--- config.mk ---
export PLATFORM = sky130hd
export DESIGN_NAME = key_debounce
export DESIGN_NICKNAME = d
export VERILOG_FILES = /design/src/rtl/key_pkg.sv /design/src/rtl/key_sync.sv /design/src/rtl/key_debounce.sv
export SDC_FILE = /design/constraint.sdc
export NUM_CORES = 1
export LEC_CHECK = 0
export CORE_AREA = 5 5 64 61
export CTS_CLUSTER_SIZE = 16
export DETAILED_ROUTE_END_ITERATION = 7
export DIE_AREA = 0 0 69 66
export REMOVE_ABC_BUFFERS = 1
export SLEW_MARGIN = 20
export SYNTH_ARGS = -nofsm -noshare
export SYNTH_HDL_FRONTEND = slang
export SYNTH_SLANG_ARGS = --single-unit
--- constraint.sdc ---
create_clock -name clk -period 3.79 [get_ports clk]
set_input_delay 0.5685 -clock clk [delete_from_list [all_inputs] [get_ports clk]]
set_output_delay 0.5685 -clock clk [all_outputs]
set_load 0.1 [all_outputs]
--- src/rtl/key_pkg.sv ---
// Shared constants and state encoding for the key debouncer.
// The optional long-press detector is enabled by KEY_DEBOUNCE_LONG_PRESS_EN.
package key_pkg;

  localparam logic [1:0] UP      = 2'd0;
  localparam logic [1:0] FILT_DN = 2'd1;
  localparam logic [1:0] DOWN    = 2'd2;
  localparam logic [1:0] FILT_UP = 2'd3;

  typedef enum logic [1:0] {
    StUp     = UP,
    StFiltDn = FILT_DN,
    StDown   = DOWN,
    StFiltUp = FILT_UP
  } key_state_e;

  localparam logic KEY_IDLE_LEVEL = 1'b1;

  localparam int unsigned DEBOUNCE_CYCLES_DEFAULT = 1_000_000;
  localparam int unsigned LONG_CYCLES_DEFAULT     = 50_000_000;

endpackage

--- src/rtl/key_sync.sv ---
// Two-flop synchroniser for an asynchronous single-bit input.
// Both flops load RESET_VAL on synchronous reset.
module key_sync #(
  parameter logic RESET_VAL = 1'b1
) (
  input  logic clk,
  input  logic rst,
  input  logic i_d,
  output logic o_q
);

  logic r_sync1;
  logic r_sync2;

  always_ff @(posedge clk) begin
    if (rst) begin
      r_sync1 <= RESET_VAL;
      r_sync2 <= RESET_VAL;
    end else begin
      r_sync1 <= i_d;
      r_sync2 <= r_sync1;
    end
  end

  assign o_q = r_sync2;

endmodule

--- src/rtl/key_debounce.sv ---
// Debouncer for an active-low mechanical key: synchronise, filter, emit level and strobes.
// Define KEY_DEBOUNCE_LONG_PRESS_EN to build the long-press hold detector.
module key_debounce
  import key_pkg::*;
#(
  parameter int unsigned DEBOUNCE_CYCLES = DEBOUNCE_CYCLES_DEFAULT,
  parameter int unsigned LONG_CYCLES     = LONG_CYCLES_DEFAULT
) (
  input  logic clk,
  input  logic rst,
  input  logic key_in,
  output logic key_out,
  output logic key_press,
  output logic key_release,
  output logic long_press
);

  localparam int unsigned CntW = $clog2(DEBOUNCE_CYCLES);
  localparam logic [CntW-1:0] CntLast = CntW'(DEBOUNCE_CYCLES - 1);

  if (DEBOUNCE_CYCLES < 2) begin : g_chk_debounce
    $error("DEBOUNCE_CYCLES must be at least 2");
  end
  if (LONG_CYCLES < 2) begin : g_chk_long
    $error("LONG_CYCLES must be at least 2");
  end

  logic            w_key_s;
  logic            w_press_acc;
  logic            w_release_acc;
  key_state_e      r_state;
  logic [CntW-1:0] r_cnt;

  key_sync #(
    .RESET_VAL (KEY_IDLE_LEVEL)
  ) u_key_sync (
    .clk (clk),
    .rst (rst),
    .i_d (key_in),
    .o_q (w_key_s)
  );

  assign w_press_acc   = (r_state == StFiltDn) && !w_key_s && (r_cnt == CntLast);
  assign w_release_acc = (r_state == StFiltUp) &&  w_key_s && (r_cnt == CntLast);

  always_ff @(posedge clk) begin
    if (rst) begin
      r_state     <= StUp;
      r_cnt       <= '0;
      key_out     <= KEY_IDLE_LEVEL;
      key_press   <= 1'b0;
      key_release <= 1'b0;
    end else begin
      key_press   <= 1'b0;
      key_release <= 1'b0;
      unique case (r_state)
        StUp: begin
          if (!w_key_s) begin
            r_state <= StFiltDn;
            r_cnt   <= CntW'(1);
          end else begin
            r_cnt <= '0;
          end
        end
        StFiltDn: begin
          // Any high sample abandons the candidate press and restarts from UP.
          if (w_key_s) begin
            r_state <= StUp;
            r_cnt   <= '0;
          end else if (r_cnt == CntLast) begin
            r_state   <= StDown;
            key_out   <= 1'b0;
            key_press <= 1'b1;
            r_cnt     <= '0;
          end else begin
            r_cnt <= r_cnt + CntW'(1);
          end
        end
        StDown: begin
          if (w_key_s) begin
            r_state <= StFiltUp;
            r_cnt   <= CntW'(1);
          end else begin
            r_cnt <= '0;
          end
        end
        StFiltUp: begin
          if (!w_key_s) begin
            r_state <= StDown;
            r_cnt   <= '0;
          end else if (r_cnt == CntLast) begin
            r_state     <= StUp;
            key_out     <= 1'b1;
            key_release <= 1'b1;
            r_cnt       <= '0;
          end else begin
            r_cnt <= r_cnt + CntW'(1);
          end
        end
        default: begin
          r_state <= StUp;
          r_cnt   <= '0;
        end
      endcase
    end
  end

`ifdef KEY_DEBOUNCE_LONG_PRESS_EN
  localparam int unsigned HoldW = $clog2(LONG_CYCLES);
  localparam logic [HoldW-1:0] HoldLast = HoldW'(LONG_CYCLES - 1);

  logic [HoldW-1:0] r_hold;
  logic             r_armed;

  always_ff @(posedge clk) begin
    if (rst) begin
      r_hold     <= '0;
      r_armed    <= 1'b1;
      long_press <= 1'b0;
    end else begin
      long_press <= 1'b0;
      if (w_press_acc) begin
        r_hold <= '0;
      end else if ((r_state == StDown || r_state == StFiltUp) && r_armed) begin
        if (r_hold == HoldLast) begin
          long_press <= 1'b1;
          r_armed    <= 1'b0;
        end else begin
          r_hold <= r_hold + HoldW'(1);
        end
      end
      // Only an accepted release re-arms, so one hold yields one strobe.
      if (w_release_acc) begin
        r_armed <= 1'b1;
      end
    end
  end
`else
  logic w_unused;
  assign w_unused   = w_press_acc ^ w_release_acc;
  assign long_press = 1'b0;
`endif

endmodule
==> summary by stage <==
Run status
The flow ran to the end, and the final reports show no timing, DRC or antenna violations.

Routing
For this run, design rule violations remaining after detail routing come to 0. The pre-antenna-repair detailed-routing pass consisted of 4 iterations. The average detailed-routed wire length per instance is 11.9 um. Once detail routing completed, the nets flagged for antenna violations numbered 0. The DRC violation total after the first TritonRoute iteration is 35.

After detailed routing, the number of vias per cell comes to 5.26. The via count of the routed design is 967. After detailed routing, the total wire length is 2.18 mm.

Layout
The post-route cell area is 0.00133 mm^2. Measured on the finished design, the core utilization comes to 0.414. The total inserted antenna cells is 0. The total number of nets in the final design is 145.

The area growth from synthesis to layout is 9.85%. Of the cells placed in the final design, the portion with a size suffix greater than 1 is 0.0929.

Floorplan
The die area is 0.00455 mm^2. Pin placement for this block handled 7 I/O pins. For this configuration, the core starts out at a cell density of 0.377.

The y dimension of the die is 66 um. The placeable core region is 0.00320 mm^2. The horizontal extent of the die is 69 um.

Row generation in the floorplan step produced 20 rows.

Critical path
In this run the critical register-to-register path is captured at r_cnt[16]. The path depth of the worst reg2reg path is 5. Along the worst path, the maximum fanout reaches 3. On the worst path, the slowest cell contributes a delay of 1.14 ns.

Across all register-to-register paths, the minimum setup slack is 1.94 ns. STA classifies the critical path endpoint as an output pin. Walking the worst path, the cells encountered are clkdlybuf4s50_1. The arrival time at the worst endpoint is 1.83 ns. The critical path in this run is classified as register to output pin.

STA classifies the critical path startpoint as a register. The data required time at the worst endpoint is 3.22 ns. The dominant delay contributor by cell family on the critical path is buffers and inverters. The number of buffers and inverters on the critical path is 1.

Among all stages on the critical path, the largest delay is contributed by sky130_fd_sc_hd__clkdlybuf4s50_1. The startpoint identified for the worst register-to-register timing path is r_cnt[0].

Logic synthesis
The cell area after technology mapping is 0.00121 mm^2. The area share of the largest cell type after synthesis is 0.448. In this run, synthesis produced a sequential element count of 27. The average instance in the mapped netlist occupies 9.00 um^2. The biggest area contributor in the post-synthesis netlist is sky130_fd_sc_hd__dfxtp_1.

The most frequently used flop master after synthesis is sky130_fd_sc_hd__dfxtp_1. The Yosys step of the flow raised 0 warnings. For this run, asynchronously set or reset flops after synthesis account for 0. The number of instances in the synthesized netlist is 134. Yosys mapped a number of flops with a built-in enable equal to 0.

By area the synthesized netlist is led by sky130_fd_sc_hd__dfxtp_1 45%, sky130_fd_sc_hd__xnor2_1 7.3%, sky130_fd_sc_hd__nor2_1 5.0%. The most frequently used cell type in the post-synthesis netlist is sky130_fd_sc_hd__dfxtp_1. Counting distinct cell types in the post-synthesis netlist gives 36. Ranked by instance count, the synthesized netlist is headed by 27 x sky130_fd_sc_hd__dfxtp_1, 16 x sky130_fd_sc_hd__nor2_1, 10 x sky130_fd_sc_hd__xnor2_1. The share of the Yosys chip area taken by registers is 0.448.

Power and ir drop
In this run the static leakage power is 0.390 nW. The maximum vdd ir drop is 134 uV. The part of the power in registers is 0.656. The switching power share of the total is 0.239. In this run the power spent charging and discharging nets is 0.000105 W.

Cell internal power was estimated by the tool at 0.000336 W. The share of total power dissipated in combinational logic is 0.068. The clock network power share is 0.276. In this run the power density over the cells is 333 mW/mm^2.

Timing
At the pin with the least slew margin, the transition time is 0.963 ns. Summed over all failing endpoints, the final setup total negative slack is 0 ns. In this run the tightest slew margin relative to its limit is 0.356. The final hold violation count is 0. The worst clock skew on the final layout is 0.00149 ns. Setup repair after global routing left no endpoint under its margin. The total of endpoints with negative setup slack in the final report is 0. The post-layout minimum cycle time is 2.40 ns. Based on the critical path, the design can be clocked at up to 417 MHz. The final critical-path share of the clock period is 0.633. The number of max-slew violations in the final report is 0.

The post-route worst hold slack is 0.438 ns.

Worst hold path
The depth of the worst hold-timing path is 1. The worst hold path begins at u_key_sync.r_sync1. The worst min-delay path endpoint is u_key_sync.o_q. The worst hold path belongs to the class register to register.

CTS
The total number of clock tree sinks is 27. The CTS tree is built. The clock reaches the later pin of the worst-skew pair after 0.32 ns.

The H-tree level count is 1. The clock edge transition at the registers on the reported setup and hold paths is 0.13 ns. The number of buffers on the longest clock path is 2. After clock tree synthesis, the setup repair step added 0 buffers. The number of clock buffers added by TritonCTS is 3. For this design, the CTS-stage hold fixing added 0 buffers. The total of cells resized after clock tree synthesis is 0. The cell sitting at the root of the clock tree is a sky130_fd_sc_hd__clkbuf_4.

Place
Routability-driven placement finished with a final weighted congestion of 0.770. Port buffering added 5 buffers. Detailed placement ended at an HPWL of 1.60 mm. The area of placed instances is 0.00130 mm^2.

Global routing
The initial antenna violation count is 0. The via count of the first global-routing pass is 923. For this run, the total global-route usage over all layers was measured as 0.105. Entering global routing, the biggest net connects 19 pins.

The total congestion overflow after global routing is 0. The first global-routing pass estimated 3.87 mm of wire.

Job
The number of max-cap violations is 0.
==> final cells by class <==
type	count	area, um^2
Clock buffer	4	26.3
Fill cell	349	1880
Inverter	7	26.3
Multi-Input combinational cell	97	627
Sequential cell	27	541
Tap cell	44	55.1
Timing Repair Buffer	5	50.0
==> state kept, by name (all words and copies together), names as in the netlist, named ones only <==
signal	flops
u_key_sync.o_q	1
key_release	1
r_state	1
r_cnt	20
key_press	1
key_out	1
u_key_sync.r_sync1	1
==> kinds of logic (layout without fill, tap and decap cells) <==
logic type | after synthesis | after routing | share of synthesized area
other | 1 | 1 | 0.00311
AND/OR/NAND/NOR | 63 | 63 | 0.308
flip-flops | 27 | 27 | 0.448
XOR/XNOR | 14 | 14 | 0.102
adder cells (fa/ha/maj) | 1 | 1 | 0.0104
buffers and inverters | 10 | 16 | 0.0353
AO/OA/AOI/OAI | 18 | 18 | 0.0934
==> power by group through the flow <==
stage / Sequential [W] / Combinational [W] / Clock, W
3_3_place_gp: 0.000296 / 0.0000298 / 0
5_1_grt: 0.000290 / 0.0000313 / 0.000145
2_1_floorplan: 0.000309 / 0.00000887 / 0
6_report: 0.000290 / 0.0000299 / 0.000122
3_5_place_dp: 0.000296 / 0.0000299 / 0
4_1_cts: 0.000290 / 0.0000299 / 0.000130
==> worst max-delay path by stage <==
stage	to	slack, ns	start	cells after the start
finish	key_out	1.39	key_out	1
global route	key_out	1.33	key_out	1
CTS	key_out	1.37	key_out	1
detailed placement	key_out	1.75	key_out	1
global placement	r_cnt[2]	1.57	rst	4
floorplan	r_cnt[10]	2.01	r_cnt[0]	5
==> per-stage QoR <==
stage                     total power [W]  instances  setup slack (ns)
after floorplan                  0.000318        131              2.01
after global placement           0.000326        180              1.57
after detailed placement         0.000326        180              1.75
after CTS                        0.000450        184              1.37
after global routing             0.000466        184              1.33
final                            0.000441        184              1.39
==> cells in the final DEF, fill, tap and decap left out, drive strengths merged, types with 2 or more instances in the layout <==
cell           instances
inv                    7
nor3                   7
o21ai                  3
and4                   3
nand4                  6
or4                    2
a21oi                  7
clkdlybuf4s50          5
nand2                  5
a211oi                 3
xnor2                 10
or3                    3
dfxtp                 27
xor2                   4
nor4                   5
or2                    3
nand3                  6
clkbuf                 4
nor2                  16
and3                   2
==> per-layer routing <==
layer,routed length (um),vias to the layer above,track usage
li1,-,484,-
met1,1020,466,0.125
met2,1040,15,0.176
met3,111,2,0.0410
met4,13,0,0.0293
met5,0,-,0
Note: power is estimated with default switching activity, not from simulation.
